File: src/rtl/ejector_pkg.sv
// Shared NoC definitions: port numbering and the 6-bit flit address layout.
package ejector_pkg;

    localparam int unsigned NUM_PORTS = 4;
    localparam int unsigned PORT_W    = 2;

    // Address layout: [5:3] row, [2:0] column.
    localparam int unsigned COORD_W = 3;
    localparam int unsigned ADDR_W  = 2 * COORD_W;
    localparam int unsigned ROW_LSB = COORD_W;
    localparam int unsigned ROW_MSB = ADDR_W - 1;
    localparam int unsigned COL_LSB = 0;
    localparam int unsigned COL_MSB = COORD_W - 1;

    // Port indices, also the round-robin order.
    localparam logic [PORT_W-1:0] EAST  = 2'd0;
    localparam logic [PORT_W-1:0] WEST  = 2'd1;
    localparam logic [PORT_W-1:0] NORTH = 2'd2;
    localparam logic [PORT_W-1:0] SOUTH = 2'd3;

    // Width of the deflection counter.
    localparam int unsigned DEF_W = 8;

    typedef logic [ADDR_W-1:0] addr_t;

    typedef struct packed {
        logic [COORD_W-1:0] row;
        logic [COORD_W-1:0] col;
    } coord_t;

    // Build a flit address from router coordinates.
    function automatic addr_t make_addr(input logic [COORD_W-1:0] row,
                                        input logic [COORD_W-1:0] col);
        coord_t c;
        c.row = row;
        c.col = col;
        return addr_t'(c);
    endfunction

    // Split a flit address into its coordinates.
    function automatic coord_t split_addr(input addr_t ad);
        coord_t c;
        c.row = ad[ROW_MSB:ROW_LSB];
        c.col = ad[COL_MSB:COL_LSB];
        return c;
    endfunction

endpackage

File: src/rtl/eject_fifo.sv
// Local ejection buffer: power-of-two depth, flop storage, head visible
// combinationally from the read pointer so it holds while the sink stalls.
module eject_fifo #(
    parameter int unsigned DEPTH = 4,
    parameter int unsigned WIDTH = 6
) (
    input  logic                         clk,
    input  logic                         rst_n,
    input  logic                         push_i,
    input  logic [WIDTH-1:0]             din_i,
    input  logic                         pop_i,
    output logic [WIDTH-1:0]             dout_o,
    output logic                         full_o,
    output logic                         empty_o,
    output logic [$clog2(DEPTH+1)-1:0]   count_o
);

    localparam int unsigned PTR_W = $clog2(DEPTH);
    localparam int unsigned CNT_W = $clog2(DEPTH + 1);

    logic [WIDTH-1:0] mem_q [DEPTH];
    logic [PTR_W-1:0] wr_ptr_q, wr_ptr_d;
    logic [PTR_W-1:0] rd_ptr_q, rd_ptr_d;
    logic [CNT_W-1:0] count_q, count_d;
    logic             push_eff_c;
    logic             pop_eff_c;

    assign empty_o = (count_q == '0);
    assign full_o  = (count_q == CNT_W'(DEPTH));
    assign count_o = count_q;
    assign dout_o  = empty_o ? '0 : mem_q[rd_ptr_q];

    // Qualify requests: pop only when data present, push when space or freed by pop.
    always_comb begin
        pop_eff_c  = pop_i && !empty_o;
        push_eff_c = push_i && (!full_o || pop_eff_c);
    end

    // Pointer and occupancy next state; pointers wrap naturally at DEPTH.
    always_comb begin
        wr_ptr_d = wr_ptr_q;
        rd_ptr_d = rd_ptr_q;
        count_d  = count_q;
        if (push_eff_c) begin
            wr_ptr_d = PTR_W'(wr_ptr_q + 1'b1);
        end
        if (pop_eff_c) begin
            rd_ptr_d = PTR_W'(rd_ptr_q + 1'b1);
        end
        case ({push_eff_c, pop_eff_c})
            2'b10:   count_d = CNT_W'(count_q + 1'b1);
            2'b01:   count_d = CNT_W'(count_q - 1'b1);
            default: count_d = count_q;
        endcase
    end

    // Control state registers.
    always_ff @(posedge clk or negedge rst_n) begin
        if (!rst_n) begin
            wr_ptr_q <= '0;
            rd_ptr_q <= '0;
            count_q  <= '0;
        end else begin
            wr_ptr_q <= wr_ptr_d;
            rd_ptr_q <= rd_ptr_d;
            count_q  <= count_d;
        end
    end

    // Storage write; contents are don't-care until covered by count.
    always_ff @(posedge clk) begin
        if (push_eff_c) begin
            mem_q[wr_ptr_q] <= din_i;
        end
    end

endmodule

File: src/rtl/ejector.sv
// Router ejection stage: picks at most one flit addressed to this node per
// cycle (round-robin over E/W/N/S), buffers it for the local sink, and
// registers every other slot through unchanged, counting deflected local flits.
module ejector
    import ejector_pkg::*;
#(
    parameter logic [COORD_W-1:0] NODE_ROW   = 3'd4,
    parameter logic [COORD_W-1:0] NODE_COL   = 3'd4,
    parameter int unsigned        FIFO_DEPTH = 4
) (
    input  logic              clk,
    input  logic              rst_n,
    input  logic [ADDR_W-1:0] eastad,
    input  logic [ADDR_W-1:0] westad,
    input  logic [ADDR_W-1:0] northad,
    input  logic [ADDR_W-1:0] southad,
    input  logic              eastv,
    input  logic              westv,
    input  logic              northv,
    input  logic              southv,
    output logic [ADDR_W-1:0] ead,
    output logic [ADDR_W-1:0] wad,
    output logic [ADDR_W-1:0] nad,
    output logic [ADDR_W-1:0] sad,
    output logic              ev,
    output logic              wv,
    output logic              nv,
    output logic              sv,
    output logic [ADDR_W-1:0] localad,
    output logic              localv,
    input  logic              localrdy,
    output logic [DEF_W-1:0]  defcnt
);

    localparam int unsigned CNT_W = $clog2(FIFO_DEPTH + 1);
    localparam int unsigned SUM_W = DEF_W + 1;
    localparam addr_t       LOCAL_ADDR = make_addr(NODE_ROW, NODE_COL);

    addr_t                 in_ad [NUM_PORTS];
    logic [NUM_PORTS-1:0]  in_v;

    logic [NUM_PORTS-1:0]  match_c;
    logic [NUM_PORTS-1:0]  grant_c;
    logic [NUM_PORTS-1:0]  deflect_c;
    logic                  grant_vld_c;
    logic [PORT_W-1:0]     grant_idx_c;
    logic [PORT_W-1:0]     scan_idx_c;
    logic [2:0]            defl_num_c;
    logic [SUM_W-1:0]      def_sum_c;

    logic [PORT_W-1:0]     rr_ptr_q, rr_ptr_d;
    addr_t                 out_ad_q [NUM_PORTS];
    addr_t                 out_ad_d [NUM_PORTS];
    logic [NUM_PORTS-1:0]  out_v_q, out_v_d;
    logic [DEF_W-1:0]      defcnt_q, defcnt_d;

    logic                  fifo_full;
    logic                  fifo_empty;
    logic [CNT_W-1:0]      fifo_count;
    addr_t                 fifo_dout;
    logic                  fifo_pop_c;
    logic                  can_eject_c;

    // Gather the four ports into index order.
    assign in_ad[EAST]  = eastad;
    assign in_ad[WEST]  = westad;
    assign in_ad[NORTH] = northad;
    assign in_ad[SOUTH] = southad;
    assign in_v[EAST]   = eastv;
    assign in_v[WEST]   = westv;
    assign in_v[NORTH]  = northv;
    assign in_v[SOUTH]  = southv;

    // Sink handshake and space check; a full buffer still accepts if it pops.
    always_comb begin
        fifo_pop_c  = !fifo_empty && localrdy;
        can_eject_c = !fifo_full || fifo_pop_c;
    end

    // Local-destination detection per port.
    always_comb begin
        match_c = '0;
        for (int unsigned i = 0; i < NUM_PORTS; i++) begin
            match_c[i] = in_v[i] && (in_ad[i] == LOCAL_ADDR);
        end
    end

    // Round-robin grant: first match scanning upward from rr_ptr.
    always_comb begin
        grant_vld_c = 1'b0;
        grant_idx_c = '0;
        scan_idx_c  = '0;
        grant_c     = '0;
        for (int unsigned k = 0; k < NUM_PORTS; k++) begin
            scan_idx_c = PORT_W'(rr_ptr_q + PORT_W'(k));
            if (!grant_vld_c && can_eject_c && match_c[scan_idx_c]) begin
                grant_vld_c = 1'b1;
                grant_idx_c = scan_idx_c;
            end
        end
        if (grant_vld_c) begin
            grant_c[grant_idx_c] = 1'b1;
        end
    end

    // Pointer moves past the winner only when something was ejected.
    always_comb begin
        rr_ptr_d = rr_ptr_q;
        if (grant_vld_c) begin
            rr_ptr_d = PORT_W'(grant_idx_c + 1'b1);
        end
    end

    // Pass-through: ejected and idle slots leave as empty, address zeroed.
    always_comb begin
        out_v_d = '0;
        for (int unsigned i = 0; i < NUM_PORTS; i++) begin
            out_v_d[i]  = in_v[i] && !grant_c[i];
            out_ad_d[i] = out_v_d[i] ? in_ad[i] : '0;
        end
    end

    // Deflection counter: add local flits that stayed in the network, saturate.
    always_comb begin
        deflect_c  = match_c & ~grant_c;
        defl_num_c = '0;
        for (int unsigned i = 0; i < NUM_PORTS; i++) begin
            defl_num_c = 3'(defl_num_c + 3'(deflect_c[i]));
        end
        def_sum_c = {1'b0, defcnt_q} + SUM_W'(defl_num_c);
        defcnt_d  = def_sum_c[DEF_W] ? '1 : def_sum_c[DEF_W-1:0];
    end

    // Arbitration, pass-through and counter registers.
    always_ff @(posedge clk or negedge rst_n) begin
        if (!rst_n) begin
            rr_ptr_q <= '0;
            out_v_q  <= '0;
            defcnt_q <= '0;
            for (int unsigned i = 0; i < NUM_PORTS; i++) begin
                out_ad_q[i] <= '0;
            end
        end else begin
            rr_ptr_q <= rr_ptr_d;
            out_v_q  <= out_v_d;
            defcnt_q <= defcnt_d;
            for (int unsigned i = 0; i < NUM_PORTS; i++) begin
                out_ad_q[i] <= out_ad_d[i];
            end
        end
    end

    eject_fifo #(
        .DEPTH (FIFO_DEPTH),
        .WIDTH (ADDR_W)
    ) u_fifo (
        .clk     (clk),
        .rst_n   (rst_n),
        .push_i  (grant_vld_c),
        .din_i   (LOCAL_ADDR),
        .pop_i   (fifo_pop_c),
        .dout_o  (fifo_dout),
        .full_o  (fifo_full),
        .empty_o (fifo_empty),
        .count_o (fifo_count)
    );

    assign ead     = out_ad_q[EAST];
    assign wad     = out_ad_q[WEST];
    assign nad     = out_ad_q[NORTH];
    assign sad     = out_ad_q[SOUTH];
    assign ev      = out_v_q[EAST];
    assign wv      = out_v_q[WEST];
    assign nv      = out_v_q[NORTH];
    assign sv      = out_v_q[SOUTH];
    assign localad = fifo_dout;
    assign localv  = (fifo_count != '0);
    assign defcnt  = defcnt_q;

endmodule

File: config.mk
export PLATFORM = sky130hd
export DESIGN_NAME = ejector
export DESIGN_NICKNAME = d
export VERILOG_FILES = /design/src/rtl/ejector_pkg.sv /design/src/rtl/eject_fifo.sv /design/src/rtl/ejector.sv
export SDC_FILE = /design/constraint.sdc
export NUM_CORES = 1
export LEC_CHECK = 0
export ABC_AREA = 1
export BUFFER_PORTS_ARGS = -buffer_cell sky130_fd_sc_hd__buf_2
export CAP_MARGIN = 20
export CELL_PAD_IN_SITES_DETAIL_PLACEMENT = 1
export CELL_PAD_IN_SITES_GLOBAL_PLACEMENT = 1
export CORE_MARGIN = 2
export CORE_UTILIZATION = 38
export CTS_CLUSTER_DIAMETER = 120
export DETAILED_ROUTE_END_ITERATION = 7
export GPL_ROUTABILITY_DRIVEN = 0
export PLACE_DENSITY = 0.8
export SYNTH_ARGS = -nofsm -noshare
export SYNTH_HDL_FRONTEND = slang
export SYNTH_SLANG_ARGS = --single-unit
File: constraint.sdc
create_clock -name clk -period 5.7 [get_ports clk]
set_input_delay 0.285 -clock clk [delete_from_list [all_inputs] [get_ports clk]]
set_output_delay 0.285 -clock clk [all_outputs]
set_load 0.02 [all_outputs]
After elaboration in Yosys (flattened, before gate mapping)

Index checks and enable logic that the tools add are counted.
W data, S select, Z words.

Add/sub/neg operators: 10
Magnitude comparators: 6
Eq/ne operators: 7
Multiplexer cells: 26
Bitwise operators: 2
Reductions and logical operators: 33

Operators by type and width:

| operator              | count |
|---|---|
| $mux W6               | 5 |
| $eq A6 B6 Y1 const B  | 4 |
| $logic_and A1 B1 Y1   | 19 |
| $lt A2 B3 Y1 const B  | 5 |
| $add A8 B3 Y9         | 1 |
| $logic_not A1 Y1      | 9 |
| $mux W1               | 9 |
| $bmux W1 S2           | 4 |
| $mux W2               | 4 |
| $mux W8               | 1 |
| $pmux W3 S2           | 1 |
| $add A2 B1 Y2 const B | 2 |
| $add A2 B2 Y2 const B | 2 |
| $and A4 B4 Y4         | 1 |
| $mux W4               | 1 |
| $not A4 Y4            | 1 |
| $add A2 B1 Y3         | 1 |
| $add A3 B1 Y3         | 1 |
| $add A3 B1 Y3 const B | 1 |
| $eq A3 B3 Y1 const B  | 1 |
| $logic_not A3 Y1      | 1 |
| $reduce_bool A3 Y1    | 1 |
| $sub A3 B1 Y3 const B | 1 |
| $add A1 B1 Y2         | 1 |
| other kinds (6)       | 7 |

Flip-flop bits (word level): 41
Input port bits: 31
Output and inout port bits: 43
Word-level logic and storage cells: 92

Logic depth before layout (Yosys ltp)

Word-level depth: 30
Gate-level depth with buffers: 26
Gate-level depth less buffers: 26

By module

A second synthesis with hierarchy kept.

Cell total of the unflattened synthesis: 383
Area, all modules: 3422.0 um2

Modules (own cells, without submodules):

| module     | instances | cells an instance | area each (um2) | seq. area each (um2) |
|---|---|---|---|---|
| ejector    | 1         | 229               | 1950.6          | 950.9 |
| eject_fifo | 1         | 154               | 1471.4          | 895.9 |

Worst setup path before layout

No wires, ideal clock.

Path kind: register to register
Start point: register rr_ptr_q[0]
End point: register defcnt_q[6] (netlist: defcnt[6])
Library setup time: 0.141 ns
Data arrival time: 3.515 ns
Required time: 5.559 ns
Path slack: 2.044 ns
Cell stages (with the launch flop): 24
Path buffers: 1
Clock period less this slack: 3.656 ns
Cell sequence: dfrtp_1 > buf_4 > inv_1 > nand3_1 > nand3_1 > nand3_1 > nand2_1 > o21bai_1 > nand2_1 > nand2_1 > inv_1 > ha_1 > nand2_1 > nand3_1 > fa_1 > inv_1 > fa_1 > fa_1 > nand2_1 > nor2_1 > inv_1 > nor2_1 > a21oi_1 > a21oi_1

Word-level cells in the longest chain between the ends: 28
Elaborated cells on any way between the ends: 42
Classes of those cells: add/sub (7); order compare (2); mux (20); bitwise (2); reduce/logical (11)

RTL lines:

| element                           | line           | RTL |
|---|---|---|
| start: declaration                | ejector.sv:51  | `logic [PORT_W-1:0] rr_ptr_q, rr_ptr_d;` |
| start signal: assignment          | ejector.sv:144 | `rr_ptr_q <= rr_ptr_d;` |
| $bmux W1 S2                       | ejector.sv:96  | `if (!grant_vld_c && can_eject_c && match_c[scan_idx_c]) begin` |
| $mux W1 (not written as such)     | ejector.sv:96  |  |
| $logic_and A1 B1 Y1               | ejector.sv:96  |  |
| $mux W1                           | ejector.sv:96  |  |
| $logic_not A1 Y1                  | ejector.sv:96  |  |
| $logic_and A1 B1 Y1 (2 in series) | ejector.sv:96  |  |
| $mux W1                           | ejector.sv:96  |  |
| $logic_not A1 Y1                  | ejector.sv:96  |  |
| [... 12 more ...]                 | -              |  |
| $not A4 Y4 (*)                    | ejector.sv:125 | `deflect_c = match_c & ~grant_c;` |
| $and A4 B4 Y4 (*)                 | ejector.sv:125 |  |
| $add A1 B1 Y2                     | ejector.sv:128 | `defl_num_c = 3'(defl_num_c + 3'(deflect_c[i]));` |
| $add A2 B1 Y3                     | ejector.sv:128 |  |
| $add A3 B1 Y3 (*)                 | ejector.sv:128 |  |
| $add A8 B3 Y9 (*)                 | ejector.sv:130 | `def_sum_c = {1'b0, defcnt_q} + SUM_W'(defl_num_c);` |
| $mux W8 (*)                       | ejector.sv:131 | `defcnt_d = def_sum_c[DEF_W] ? '1 : def_sum_c[DEF_W-1:0];` |
| named net defcnt_d[6]             | ejector.sv:55  | `logic [DEF_W-1:0] defcnt_q, defcnt_d;` |
| end signal: assignment            | ejector.sv:146 | `defcnt_q <= defcnt_d;` |
| end: declaration                  | ejector.sv:55  |  |

The timed path passes the listed nets; every way through them passes the cells marked *. The select of a mux whose other input is x is not followed.
A chain may end at the register's enable or synchronous reset.

Worst setup path in the final report

Start point: register rr_ptr_q[0]
End point: register defcnt_q[2] (netlist: defcnt[2])

Same word-level chain as after synthesis.

==> impl_table.tex <==
\begin{tabular}{lr}
\hline
Metric & Value \\
\hline
\multicolumn{2}{l}{\textbf{Synth}} \\
Most used standard cell by instance count after synthesis & sky130\_fd\_sc\_hd\_\_inv\_1 \\
Register area share after synthesis & 48.7\% \\
Number of synthesized flops with an enable pin & 0 \\
Top FF cell, synth & sky130\_fd\_sc\_hd\_\_dfrtp\_1 \\
Count of unique library cells instantiated by Yosys & 22 \\
Top cell type by total area after synthesis & sky130\_fd\_sc\_hd\_\_dfrtp\_1 \\
Synth warnings & 0 \\
Ranking of synthesized cells by area & sky130\_fd\_sc\_hd\_\_dfrtp\_1 49\%, sky130\_fd\_sc\_hd\_\_inv\_1 9.6\%, sky130\_fd\_sc\_hd\_\_nand2\_1 7.5\%, sky130\_fd\_sc\_hd\_\_nor2\_1 7.1\%, sky130\_fd\_sc\_hd\_\_nand3\_1 6.2\% \\
Most instantiated cells after synthesis & 54 x sky130\_fd\_sc\_hd\_\_inv\_1, 42 x sky130\_fd\_sc\_hd\_\_nand2\_1, 41 x sky130\_fd\_sc\_hd\_\_dfrtp\_1 \\
Share of synthesized flip-flops with an asynchronous set or reset & 100\% \\
Flop and latch count out of synthesis & 41 \\
Post-synthesis cell area & 2110 sq um \\
Average size of a mapped cell & 8.24 sq um \\
Synth top area share & around half \\
Number of instances in the synthesized netlist & 256 \\
\multicolumn{2}{l}{\textbf{Worst setup path}} \\
Required arrival time at the worst endpoint & 5.86 ns \\
Top fanout value on the critical path & 8 \\
FF-to-FF End & defcnt[2]\$\_DFF\_PN0\_ \\
Cell count of the worst reg-to-reg path & 20 \\
Arrival time at the worst endpoint & approximately 4.6 ns \\
R2r startpoint & rr\_ptr\_q[0]\$\_DFFE\_PN0P\_ \\
Type of the setup path with the least slack & register to register \\
Internal reg-to-reg setup slack & around 1.3 ns \\
Critical Path End Type & register \\
Type of element launching the critical path & register \\
Source of the critical timing path & rr\_ptr\_q[0]\$\_DFFE\_PN0P\_ \\
\multicolumn{2}{l}{\textbf{Timing}} \\
Share of the cycle needed by the critical path after routing & 77.7\% \\
Hold\_ws & between 0.1 and 0.15 ns \\
Worst slew pin tran & 0.904 ns \\
Count of pins over their slew limit & 0 \\
Number of setup violations in the final report & 0 \\
Final hold violation count & 0 \\
RSZ-0062 raised after global routing & false \\
Highest achievable clock rate & approximately 230 MHz \\
Slew HR & 39.7\% \\
Final min period & approximately 4.4 ns \\
Final sum of negative setup slack & 0 ns \\
Final clock skew & 0.00772 ns \\
\multicolumn{2}{l}{\textbf{Power and ir drop}} \\
Total internal power & 0.000827 W \\
Fraction of power consumed by sequential logic & 29.0\% \\
Power density normalized to cell area & just over 600 nW/um\^{}2 \\
Sum of internal, switching and leakage power & approximately 0.0016 W \\
Switching share of power & a little under half \\
Leakage power & 1.54 nW \\
Highest ir drop seen on vdd & roughly 0.16 mV \\
Switching power total & 0.000755 W \\
Clk pwr share & 15.3\% \\
Part of the total power dissipated in combinational logic & 55.8\% \\
\multicolumn{2}{l}{\textbf{Drt}} \\
Drt wl/cell & approximately 14 um \\
Number of routed nets with antenna violations & 0 \\
Total vias in the final route & between 1,500 and 2,000 \\
Starting DRT DRC Count & 57 \\
Post-Route WL & 5430 um \\
Vias per std cell & between 4 and 5 \\
\# DRC & 0 \\
1st-pass router iterations & 4 \\
\multicolumn{2}{l}{\textbf{Min path}} \\
Min-delay worst type & primary input to asynchronous set/reset pin \\
\multicolumn{2}{l}{\textbf{Clock network}} \\
Number of clock buffers inserted by TritonCTS & 5 \\
TritonCTS clock tree & yes \\
Number of instances resized during post-cts repair & 0 \\
Buffer depth of the longest clock path & 2 \\
Clk slew on worst S/H paths & 0.08 ns \\
Clock root buffer master & sky130\_fd\_sc\_hd\_\_clkbuf\_8 \\
Postcts setup bufs & 0 \\
CTS Hold Bufs & 0 \\
Skew-Pair Late Insertion Delay & 0.29 ns \\
H-tree depth & 2 \\
Clock Sink Count & just over 40 \\
\multicolumn{2}{l}{\textbf{GRT}} \\
Total congestion overflow after global routing & 0 \\
Number of global-route vias before repair & 1,995 \\
Antenna violations before repair & 0 \\
Maximum number of pins on one net before global-route repair & 42 \\
Global Route Usage Sum & 19.4\% \\
Wire length of the first global-routing pass & around 9300 um \\
\multicolumn{2}{l}{\textbf{Floorplanning}} \\
Total Die Area & 6160 sq um \\
Chip Height & $\sim$78 um \\
Number of placed I/O pins & 74 \\
Width of the die & approximately 80 um \\
Starting utilization of the core area & 38.8\% \\
Placeable core region & 5440 sq um \\
Row Count & 27 \\
\multicolumn{2}{l}{\textbf{Cells and area}} \\
Number of antenna cells inserted & 0 \\
Synthesis-to-finish area growth & 24.2\% \\
Filler Cell Count & between 700 and 800 \\
Final cell count without fillers & 401 \\
Share of cells above drive strength 1 & approximately 25\% \\
Fin nets & roughly 370 \\
\multicolumn{2}{l}{\textbf{Placed design}} \\
Port bufs & 69 \\
Total half-perimeter wirelength after legalization and detailed placement & 4240 um \\
Post-placement cell count & 393 \\
\multicolumn{2}{l}{\textbf{Run status}} \\
Outcome & complete, no violations \\
\multicolumn{2}{l}{\textbf{Job}} \\
MaxCap Viol Count & 0 \\
\hline
\end{tabular}
[sequential cells by signal, summed over array words and instances, names as in the netlist]
signal	flops
defcnt	8
out_v_q	4
nad	6
ead	6
sad	6
rr_ptr_q	2
wad	6
u_fifo.count_o	3
[worst max-delay path, cell delays in order (launching register included)]
cell                       delay, ns
sky130_fd_sc_hd__dfrtp_1        0.57
sky130_fd_sc_hd__inv_1          0.20
sky130_fd_sc_hd__nand3_1        0.18
sky130_fd_sc_hd__nand3_1        0.15
sky130_fd_sc_hd__nand2_1        0.18
sky130_fd_sc_hd__nand3_1        0.13
sky130_fd_sc_hd__o21bai_1       0.14
sky130_fd_sc_hd__nand2_1        0.09
sky130_fd_sc_hd__nand2_1        0.14
sky130_fd_sc_hd__inv_1          0.08
sky130_fd_sc_hd__ha_1           0.21
sky130_fd_sc_hd__nand2_1        0.11
sky130_fd_sc_hd__nand3_1        0.15
sky130_fd_sc_hd__fa_1           0.54
sky130_fd_sc_hd__inv_1          0.06
sky130_fd_sc_hd__fa_1           0.46
sky130_fd_sc_hd__fa_1           0.41
sky130_fd_sc_hd__nand2_1        0.13
sky130_fd_sc_hd__nor4_1         0.08
sky130_fd_sc_hd__nand2_1        0.17
sky130_fd_sc_hd__o21ai_0        0.13
[layout make-up]
cell class              instances  area (sq um)  share of cell area [%]
multi-input cells             157           838                    32.0
well taps                      72          90.1                    3.44
clock inverters                 1          30.0                    1.15
repair buffers                 69           345                    13.2
clock buffers                   7          86.3                    3.30
flip-flops and latches         41          1030                    39.2
inverters                      54           203                    7.74
[worst max path at each step]
stage,to,slack [ns]
after global routing,defcnt[6]$_DFF_PN0_,0.91
after global placement,defcnt[6]$_DFF_PN0_,1.46
after CTS,defcnt[2]$_DFF_PN0_,1.28
after floorplan,defcnt[6]$_DFF_PN0_,2.04
final,defcnt[2]$_DFF_PN0_,1.27
after detailed placement,defcnt[5]$_DFF_PN0_,1.34
[routing by layer]
metal  global-route usage [%]  vias to the layer above  part of all wire [%]
li1                         -                      909                     -
met1                     22.4                      887                    42
met2                     35.4                       59                    50
met3                     4.71                        8                   6.0
met4                     6.14                        0                   1.5
met5                        0                        -                     0
[kinds of logic after synthesis]
family	synth area share, %
DFF	48.7
other	0.178
buffers and inverters	12.1
AOI/OAI and AO/OA	4.27
adders and majority gates	7.36
xor gates and xnor gates	1.60
and+or+nand+nor	25.8
[placed cells by master, fill, tap and decap left out, types with 6 or more instances in the layout]
| cell | count |
|---|---|
| sky130_fd_sc_hd__buf_2 | 69 |
| sky130_fd_sc_hd__nor2_1 | 40 |
| sky130_fd_sc_hd__a21oi_1 | 7 |
| sky130_fd_sc_hd__nand2_1 | 42 |
| sky130_fd_sc_hd__dfrtp_1 | 41 |
| sky130_fd_sc_hd__o21ai_0 | 8 |
| sky130_fd_sc_hd__nand3_1 | 26 |
| sky130_fd_sc_hd__ha_1 | 6 |
| sky130_fd_sc_hd__inv_1 | 54 |
| sky130_fd_sc_hd__clkbuf_8 | 6 |
[power by group through the flow]
stage / clock network, W / logic (W) / registers [W]
after floorplan: 0 / 0.000517 / 0.000563
after global placement: 0 / 0.000841 / 0.000459
after detailed placement: 0 / 0.000870 / 0.000465
after CTS: 0.000250 / 0.000894 / 0.000460
after global routing: 0.000266 / 0.000994 / 0.000471
final: 0.000242 / 0.000882 / 0.000458
[stage by stage]
| step | area (sq um) | setup slack (ns) | util [%] |
|---|---|---|---|
| after floorplan | 2120 | 2.04 | - |
| after global placement | 2500 | 1.46 | 46.0 |
| after detailed placement | 2500 | 1.34 | 46.0 |
| after CTS | 2620 | 1.28 | 48.1 |
| after global routing | 2620 | 0.910 | 48.1 |
| final | 2620 | 1.27 | 48.1 |
(Power assumes the default switching activity.)
